===== config.mk =====
export PLATFORM = sky130hd
export DESIGN_NAME = ps2_keymap_fifo
export DESIGN_NICKNAME = d
export VERILOG_FILES = /design/src/rtl/ps2_keymap_fifo.sv
export SDC_FILE = /design/constraint.sdc
export NUM_CORES = 1
export LEC_CHECK = 0
export ABC_AREA = 1
export CORE_MARGIN = 2
export CORE_UTILIZATION = 35
export CTS_CLUSTER_SIZE = 20
export DETAILED_ROUTE_END_ITERATION = 8
export GPL_TIMING_DRIVEN = 0
export PLACE_DENSITY = 0.61
export SYNTH_ARGS = -nofsm -noshare
export SYNTH_HDL_FRONTEND = slang
export SYNTH_SLANG_ARGS = --single-unit
export TNS_END_PERCENT = 100

===== constraint.sdc =====
create_clock -name clk -period 3.2 [get_ports clk]
set_input_delay 0.64 -clock clk [delete_from_list [all_inputs] [get_ports clk]]
set_output_delay 0.64 -clock clk [all_outputs]
set_load 0.1 [all_outputs]

===== src/rtl/ps2_keymap_fifo.sv =====
// PS/2 set-2 make-code to ASCII translator feeding a first-word-fall-through FIFO.
// Optional caps-lock tracking is compiled in with `define PS2_KEYMAP_CAPS_EN.
module ps2_keymap_fifo #(
  parameter int DEPTH = 8
) (
  input  logic                     clk,
  input  logic                     rst_n,
  input  logic [7:0]               code,
  input  logic                     code_valid,
  input  logic                     rd_en,
  input  logic                     clr_ovf,
  output logic [7:0]               rd_data,
  output logic                     rd_valid,
  output logic [$clog2(DEPTH):0]   count,
  output logic                     overflow,
  output logic                     shift_st,
  output logic                     caps_st
);

  localparam int AW = $clog2(DEPTH);
  localparam int PW = AW + 1;

  typedef enum logic [1:0] {S_IDLE, S_BRK, S_EXT, S_EXT_BRK} state_t;

  state_t           r_state, w_state_nxt;
  logic             w_make, w_brk;
  logic             r_lsh, r_rsh;
  logic             w_caps;
  logic [8:0]       w_xlate;
  logic             r_vld_p1;
  logic [7:0]       r_char_p1;
  logic [PW-1:0]    r_wr, r_rd;
  logic             w_full, w_empty, w_push, w_pop;
  logic             r_ovf;
  logic [7:0]       r_mem [DEPTH];

  // Letter lookup; returns 0x00 for anything that is not a letter key.
  function automatic logic [7:0] f_letter(input logic [7:0] c);
    logic [7:0] l;
    l = 8'h00;
    case (c)
      8'h1C: l = 8'h61;  8'h32: l = 8'h62;  8'h21: l = 8'h63;  8'h23: l = 8'h64;
      8'h24: l = 8'h65;  8'h2B: l = 8'h66;  8'h34: l = 8'h67;  8'h33: l = 8'h68;
      8'h43: l = 8'h69;  8'h3B: l = 8'h6A;  8'h42: l = 8'h6B;  8'h4B: l = 8'h6C;
      8'h3A: l = 8'h6D;  8'h31: l = 8'h6E;  8'h44: l = 8'h6F;  8'h4D: l = 8'h70;
      8'h15: l = 8'h71;  8'h2D: l = 8'h72;  8'h1B: l = 8'h73;  8'h2C: l = 8'h74;
      8'h3C: l = 8'h75;  8'h2A: l = 8'h76;  8'h1D: l = 8'h77;  8'h22: l = 8'h78;
      8'h35: l = 8'h79;  8'h1A: l = 8'h7A;
      default: l = 8'h00;
    endcase
    return l;
  endfunction

  // Digit row and the fixed control keys; shift selects the symbol row.
  function automatic logic [7:0] f_other(input logic [7:0] c, input logic sh);
    logic [7:0] d;
    d = 8'h00;
    case (c)
      8'h16: d = sh ? 8'h21 : 8'h31;
      8'h1E: d = sh ? 8'h40 : 8'h32;
      8'h26: d = sh ? 8'h23 : 8'h33;
      8'h25: d = sh ? 8'h24 : 8'h34;
      8'h2E: d = sh ? 8'h25 : 8'h35;
      8'h36: d = sh ? 8'h5E : 8'h36;
      8'h3D: d = sh ? 8'h26 : 8'h37;
      8'h3E: d = sh ? 8'h2A : 8'h38;
      8'h46: d = sh ? 8'h28 : 8'h39;
      8'h45: d = sh ? 8'h29 : 8'h30;
      8'h29: d = 8'h20;
      8'h5A: d = 8'h0D;
      8'h66: d = 8'h08;
      8'h76: d = 8'h1B;
      default: d = 8'h00;
    endcase
    return d;
  endfunction

  // Returns {hit, ascii}; hit=0 for unmapped keys (every mapped char is non-zero).
  function automatic logic [8:0] f_xlate(input logic [7:0] c, input logic up,
                                         input logic sh);
    logic [7:0] l, o;
    l = f_letter(c);
    o = f_other(c, sh);
    if (l != 8'h00)      return {1'b1, up ? (l - 8'h20) : l};
    else if (o != 8'h00) return {1'b1, o};
    else                 return 9'h000;
  endfunction

  always_ff @(posedge clk or negedge rst_n) begin
    if (!rst_n) r_state <= S_IDLE;
    else        r_state <= w_state_nxt;
  end

  always_comb begin
    w_state_nxt = r_state;
    w_make      = 1'b0;
    w_brk       = 1'b0;
    if (code_valid) begin
      case (r_state)
        S_IDLE: begin
          if (code == 8'hF0)      w_state_nxt = S_BRK;
          else if (code == 8'hE0) w_state_nxt = S_EXT;
          else                    w_make      = 1'b1;
        end
        S_BRK: begin
          w_brk       = 1'b1;
          w_state_nxt = S_IDLE;
        end
        S_EXT:     w_state_nxt = (code == 8'hF0) ? S_EXT_BRK : S_IDLE;
        S_EXT_BRK: w_state_nxt = S_IDLE;
        default:   w_state_nxt = S_IDLE;
      endcase
    end
  end

  always_ff @(posedge clk or negedge rst_n) begin
    if (!rst_n) begin
      r_lsh <= 1'b0;
      r_rsh <= 1'b0;
    end else begin
      if ((w_make || w_brk) && code == 8'h12) r_lsh <= w_make;
      if ((w_make || w_brk) && code == 8'h59) r_rsh <= w_make;
    end
  end

  assign shift_st = r_lsh | r_rsh;

`ifdef PS2_KEYMAP_CAPS_EN
  logic r_caps, r_caps_held;

  // caps_held suppresses re-toggling on typematic repeats of the caps key.
  always_ff @(posedge clk or negedge rst_n) begin
    if (!rst_n) begin
      r_caps      <= 1'b0;
      r_caps_held <= 1'b0;
    end else if (code == 8'h58) begin
      if (w_make) begin
        if (!r_caps_held) r_caps <= ~r_caps;
        r_caps_held <= 1'b1;
      end else if (w_brk) begin
        r_caps_held <= 1'b0;
      end
    end
  end

  assign caps_st = r_caps;
`else
  assign caps_st = 1'b0;
`endif

  assign w_caps  = caps_st;
  assign w_xlate = f_xlate(code, shift_st ^ w_caps, shift_st);

  // ---- stage p1: translated char and push strobe ----
  always_ff @(posedge clk or negedge rst_n) begin
    if (!rst_n) r_vld_p1 <= 1'b0;
    else        r_vld_p1 <= w_make && w_xlate[8];
  end

  always_ff @(posedge clk) begin
    if (w_make) r_char_p1 <= w_xlate[7:0];
  end

  // ---- FIFO: pointers carry a wrap bit to tell full from empty ----
  assign w_empty = (r_wr == r_rd);
  assign w_full  = (r_wr[AW-1:0] == r_rd[AW-1:0]) && (r_wr[AW] != r_rd[AW]);
  assign w_pop   = rd_en && !w_empty;
  assign w_push  = r_vld_p1 && (!w_full || w_pop);

  always_ff @(posedge clk or negedge rst_n) begin
    if (!rst_n) begin
      r_wr  <= '0;
      r_rd  <= '0;
      r_ovf <= 1'b0;
    end else begin
      if (w_push) r_wr <= r_wr + 1'b1;
      if (w_pop)  r_rd <= r_rd + 1'b1;
      if (r_vld_p1 && w_full && !w_pop) r_ovf <= 1'b1;
      else if (clr_ovf)                 r_ovf <= 1'b0;
    end
  end

  always_ff @(posedge clk) begin
    if (w_push) r_mem[r_wr[AW-1:0]] <= r_char_p1;
  end

  assign rd_valid = !w_empty;
  assign rd_data  = w_empty ? 8'h00 : r_mem[r_rd[AW-1:0]];
  assign count    = r_wr - r_rd;
  assign overflow = r_ovf;

endmodule


### Word-level counts from Yosys, hierarchy flattened

Memories as Yosys holds them, arrays and structs flattened.
Index checks and enable logic that the tools add are counted.

* flip-flop bits (word level): 22
* bits in writable memories: 64
* ROM bits: 896
* input bits: 13
* output and inout port bits: 16
* word-level logic and storage cells: 89
* memories: 2

* $add $sub $neg: 4
* equal/unequal tests: 25
* multiplexer cells: 30
* bitwise operators: 1
* reduce and logical (&&, ||, !) cells: 19

Memories
* (no name shown): words 128, bits a word 7, read ports 1, clocked after Yosys merged registers in 0, write ports 0, line 41 `case (c)`
* r_mem: words 8, bits a word 8, read ports 1, clocked after Yosys merged registers in 0, write ports 1, line 35 `logic [7:0] r_mem [DEPTH];`

Operator list (number)
* case mux 7 bit (14 select lines): 1
* equality test 8 x 6 -> 1 bit, second input constant: 7
* equality test 8 x 7 -> 1 bit, second input constant: 6
* 2-to-1 mux 5 bit: 8
* equality test 8 x 5 -> 1 bit, second input constant: 3
* 2-to-1 mux 8 bit: 3
* 2-to-1 mux 9 bit: 2
* equality test 8 bit, second input constant: 2
* nonzero test 8 bit: 2
* 2-to-1 mux 7 bit: 2
* 2-to-1 mux 1 bit: 10
* adder 4 x 1 -> 4 bit, second input constant: 2
* logical AND 1 bit: 8
* subtractor 8 x 6 -> 8 bit, second input constant: 1
* 2-to-1 mux 2 bit: 3
* case mux 2 bit (3 select lines): 1
* equality test 2 bit, second input constant: 2
* equality test 4 bit: 1
* subtractor 4 bit: 1
* equality test 3 bit: 1
* zero test 1 bit: 3
* != test 3 bit, second input constant: 1
* equality test 2 x 1 -> 1 bit, second input constant: 1
* zero test 2 bit: 1
* 6 further kinds: 7

### Depth between registers and ports, before layout

* depth after elaboration: 7
* gate-level depth with buffers: 16
* mapped depth without buffers: 16

### Least setup slack after synthesis

OpenSTA, ideal clock, no wires.

* kind: register to output
* start point: reg r_wr[0]
* end point: out rd_data[0]
* arrival: 4024 ps
* data required time: 2560 ps
* setup slack: -1464 ps
* cell stages (with the launch flop): 10
* buffers on the path: 0
* path through: dfrtp_1 > inv_1 > ha_1 > inv_1 > nor3_1 > inv_1 > nor2_1 > inv_1 > o21ai_0 > a31oi_1

* cells in the longest elaborated chain, start to end: 2

Ends and longest elaborated chain
* start, declared: line 32 `logic [PW-1:0] r_wr, r_rd;`
* start signal, assigned: line 176 `if (w_push) r_wr <= r_wr + 1'b1;`
* equality test 4 bit: line 165 `assign w_empty = (r_wr == r_rd);`
* 2-to-1 mux 8 bit: line 188 `assign rd_data = w_empty ? 8'h00 : r_mem[r_rd[AW-1:0]];`
* end, declared: line 12 `output logic [7:0] rd_data,`

Every way passes these cells.

### Final worst setup path

* start point: reg r_rd[2]
* end point: out rd_data[6]

* cells in the longest elaborated chain, start to end: 2
* elaborated cells on any way between the ends: 3
* classes of those cells: 1 x eq/ne; 1 x mux; 1 x memory

Ends and longest elaborated chain
* start, declared: line 32
* start signal, assigned: line 177 `if (w_pop) r_rd <= r_rd + 1'b1;`
* memory (8 x 8 bit) or equality test 4 bit (tied branches)
* 2-to-1 mux 8 bit *: line 188

Every way passes the cells marked *; elsewhere a longest branch is shown, timed or not.

==> reports/qor.yml <==
routabilityCongestion: 0.861
worstSetupEndpointType: "output port"
grtUsageTotal_pct: 15.8
wl_um: 10600
fin_nets: 594
grt_pass1_wl_um: 17800
worstPathArrival_ns: 2.49
synth.area.top_cells: "edfxtp_1 47%, nand2_1 9.3%, nor2_1 8.0%"
finalSetupViolations: 0
hold_violations: 0
drive_above_1_share_pct: 15.0
path_cells: "clkinvlp_4 > buf_12 > ha_4 > inv_1 > nor3_2 > inv_2 > nor2_4 > clkinvlp_4 > o21ai_2 > a31oi_4 > buf_12"
synthTopCellsByCount: "115 x nand2_1, 99 x nor2_1, 72 x edfxtp_1"
yosysWarnings: 0
antenna_found_initial: 0
fillers: 1250
synth_seq_cells: 86
vias: 3685
dieArea_sq_mm: 0.0142
async_flop_share_pct: 16.3
fin_util_pct: 43.7
synth-edff-count: 72
crit_slowest_cell: "dfrtp_1"
pin_count: 29
insertion_delay_ns: 0.32
area_growth_pct: 23.5
antennaDiodeCount: 0
grt_overflow_total: 0
dr.first_iter.drc_count: 229
initial_core_util_pct: 35.4
synth_top_cell_area_share_pct: 46.7
grt_pass1_vias: 3610
core.rowCount: 42
clockBufferDepth: 2
syn_area_per_cell_sq_um: 8.87
grt_max_degree: 15
reg2reg_from: "r_rd[1]$_DFFE_PN0P_"
worstPathMaxFanout: 10
path_class: "flip-flop to output port"
yosysSeqAreaShare_pct: 54.3
max_stage_delay_ns: 0.39
tightest_slew_ns: 0.964
coreArea_sq_mm: 0.0131
worstHoldStart: "r_vld_p1$_DFF_PN0_"
cp.required_ns: 2.56
slew_violations: 0
critPathTopFamily: "buffers and inverters"
hold_class: "flip-flop to flip-flop"
clk_pin_slew_ns: 0.06
period_share_pct: 97.9
ant_nets: 0
synth_area_sq_mm: 0.00463
hold_depth: 2
reg2reg_depth: 12
slew_headroom_pct: 35.5
detail_route.vias_per_cell: 4.93
start_kind: "flip-flop"
rrSetupSlack_ns: 0.32
ys.flop_type: "edfxtp_1"
drt_pre_antenna_iters: 4
postSynthCellCount: 522
clkSinkCount: 86
synth.largest_area_cell: "edfxtp_1"
htreeDepth: 3
cp.buffers_inverters: 6
fp.dieH_um: 119
cts_buffers: 9
dpl.hpwl_um: 7880
die_x_um: 119
portBuffers: 26
r2r_end: "r_mem[0][7]$_DFFE_PP_"
synthDistinctLibCells: 36
yosysMostFrequentCell: "nand2_1"
wl_per_cell_um: 14.2
period_minus_slack_ns: 3.13
cts_tree: "done"
cap_violations: 0
fin_skew_ns: 0.00540
cts_hold_buf: 0
drc: 0
outcome: "complete, no violations"
fmax_mhz: 319
syn_nets: 549
root_buffer: "clkbuf_16"
holdPathEnd: "overflow$_DFFE_PN0P_"
[cell usage in the layout (no fill, tap or decap), drive strengths merged]
cell,n
nand2,122
nor2,103
edfxtp,72
o21ai,50
inv,45
buf,26
nand3,25
clkbuf,19
clkdlybuf4s50,14
dfrtp,14
ha,13
a31oi,10
nor3,10
o22ai,9
a21oi,9
clkinvlp,6
nand4,6
xor2,6
o31ai,2
clkinv,2
dlygate4sd2,2
xnor2,2
o2111ai,1
or2,1
fa,1
conb,1
bufinv,1
[timing repair]
| action | CTS | global route |
|---|---|---|
| resized for setup | 89 | 17 |
| gates cloned | 1 | 0 |
| buffers inserted | 4 | 3 |
| pin swaps | 1 | 2 |
| setup endpoints to repair | 71 | 18 |
[registers in the layout (all words and copies together) (netlist names)]
name,flops
overflow,1
r_char_p1,8
r_lsh,1
r_mem,64
r_rd,4
r_rsh,1
r_state,2
r_vld_p1,1
r_wr,4
[tightest hold or removal path, cell delays in order (launching register included)]
cell     delay [ns]
dfrtp_1        0.34
nand2_1        0.05
o21ai_0        0.06
[area by class of cell]
| cell class | instances | area, sq um | area share (%) |
|---|---|---|---|
| Multi-Input combinational cell | 371 | 2030 | 35.5 |
| Buffer | 16 | 139 | 2.43 |
| Sequential cell | 86 | 2510 | 43.9 |
| Timing Repair inverter | 1 | 7.51 | 0.131 |
| Inverter | 49 | 204 | 3.57 |
| Timing Repair Buffer | 33 | 323 | 5.64 |
| Clock buffer | 12 | 236 | 4.13 |
| Clock inverter | 4 | 47.5 | 0.831 |
| Tap cell | 176 | 220 | 3.85 |
[cells by family (layout without fill, tap and decap cells)]
logic type      after synthesis  in the layout  synth area share, %
compound gates               81             81                 9.62
xor+xnor                      8              8                 1.51
fa+ha+maj                    14             14                 3.94
buf+inv                      65            115                 6.19
flops                        86             86                 54.3
other cells                   1              1               0.0810
simple gates                267            267                 24.4
[per-layer routing]
metal / vias to the layer above / wire length, um / track usage, %
met5: - / 0 / 0
li1: 1846 / - / -
met2: 92 / 5470 / 27.6
met4: 0 / 206 / 6.47
met1: 1732 / 4500 / 19.3
met3: 15 / 417 / 2.59
[metrics by stage]
step | std cells | setup TNS, ns | hold slack [ns] | setup slack (ns) | instance area (sq um)
final | 748 | 0 | 0.488 | 0.0686 | 5720
after CTS | 745 | 0 | 0.489 | 0.000620 | 5660
after floorplan | 522 | -0.814 | 0.344 | -0.116 | 4800
after global routing | 748 | -0.00999 | 0.512 | -0.00726 | 5720
after detailed placement | 724 | -19.71 | 0.473 | -0.897 | 5280
after global placement | 724 | -15.78 | 0.456 | -0.883 | 5280
[worst max path at each step]
stage	to	start	depth (start not counted)
global placement	rd_data[7]	r_rd[1]$_DFFE_PN0P_	12
floorplan	rd_data[0]	r_rd[1]$_DFFE_PN0P_	11
CTS	rd_data[2]	r_rd[2]$_DFFE_PN0P_	11
finish	rd_data[6]	r_rd[2]$_DFFE_PN0P_	11
global route	rd_data[7]	r_rd[2]$_DFFE_PN0P_	11
detailed placement	rd_data[3]	r_rd[1]$_DFFE_PN0P_	12
Power is left out: the tool's default activity adds up to more than one toggle a clock period on the data nets, which glitch-free logic cannot reach.
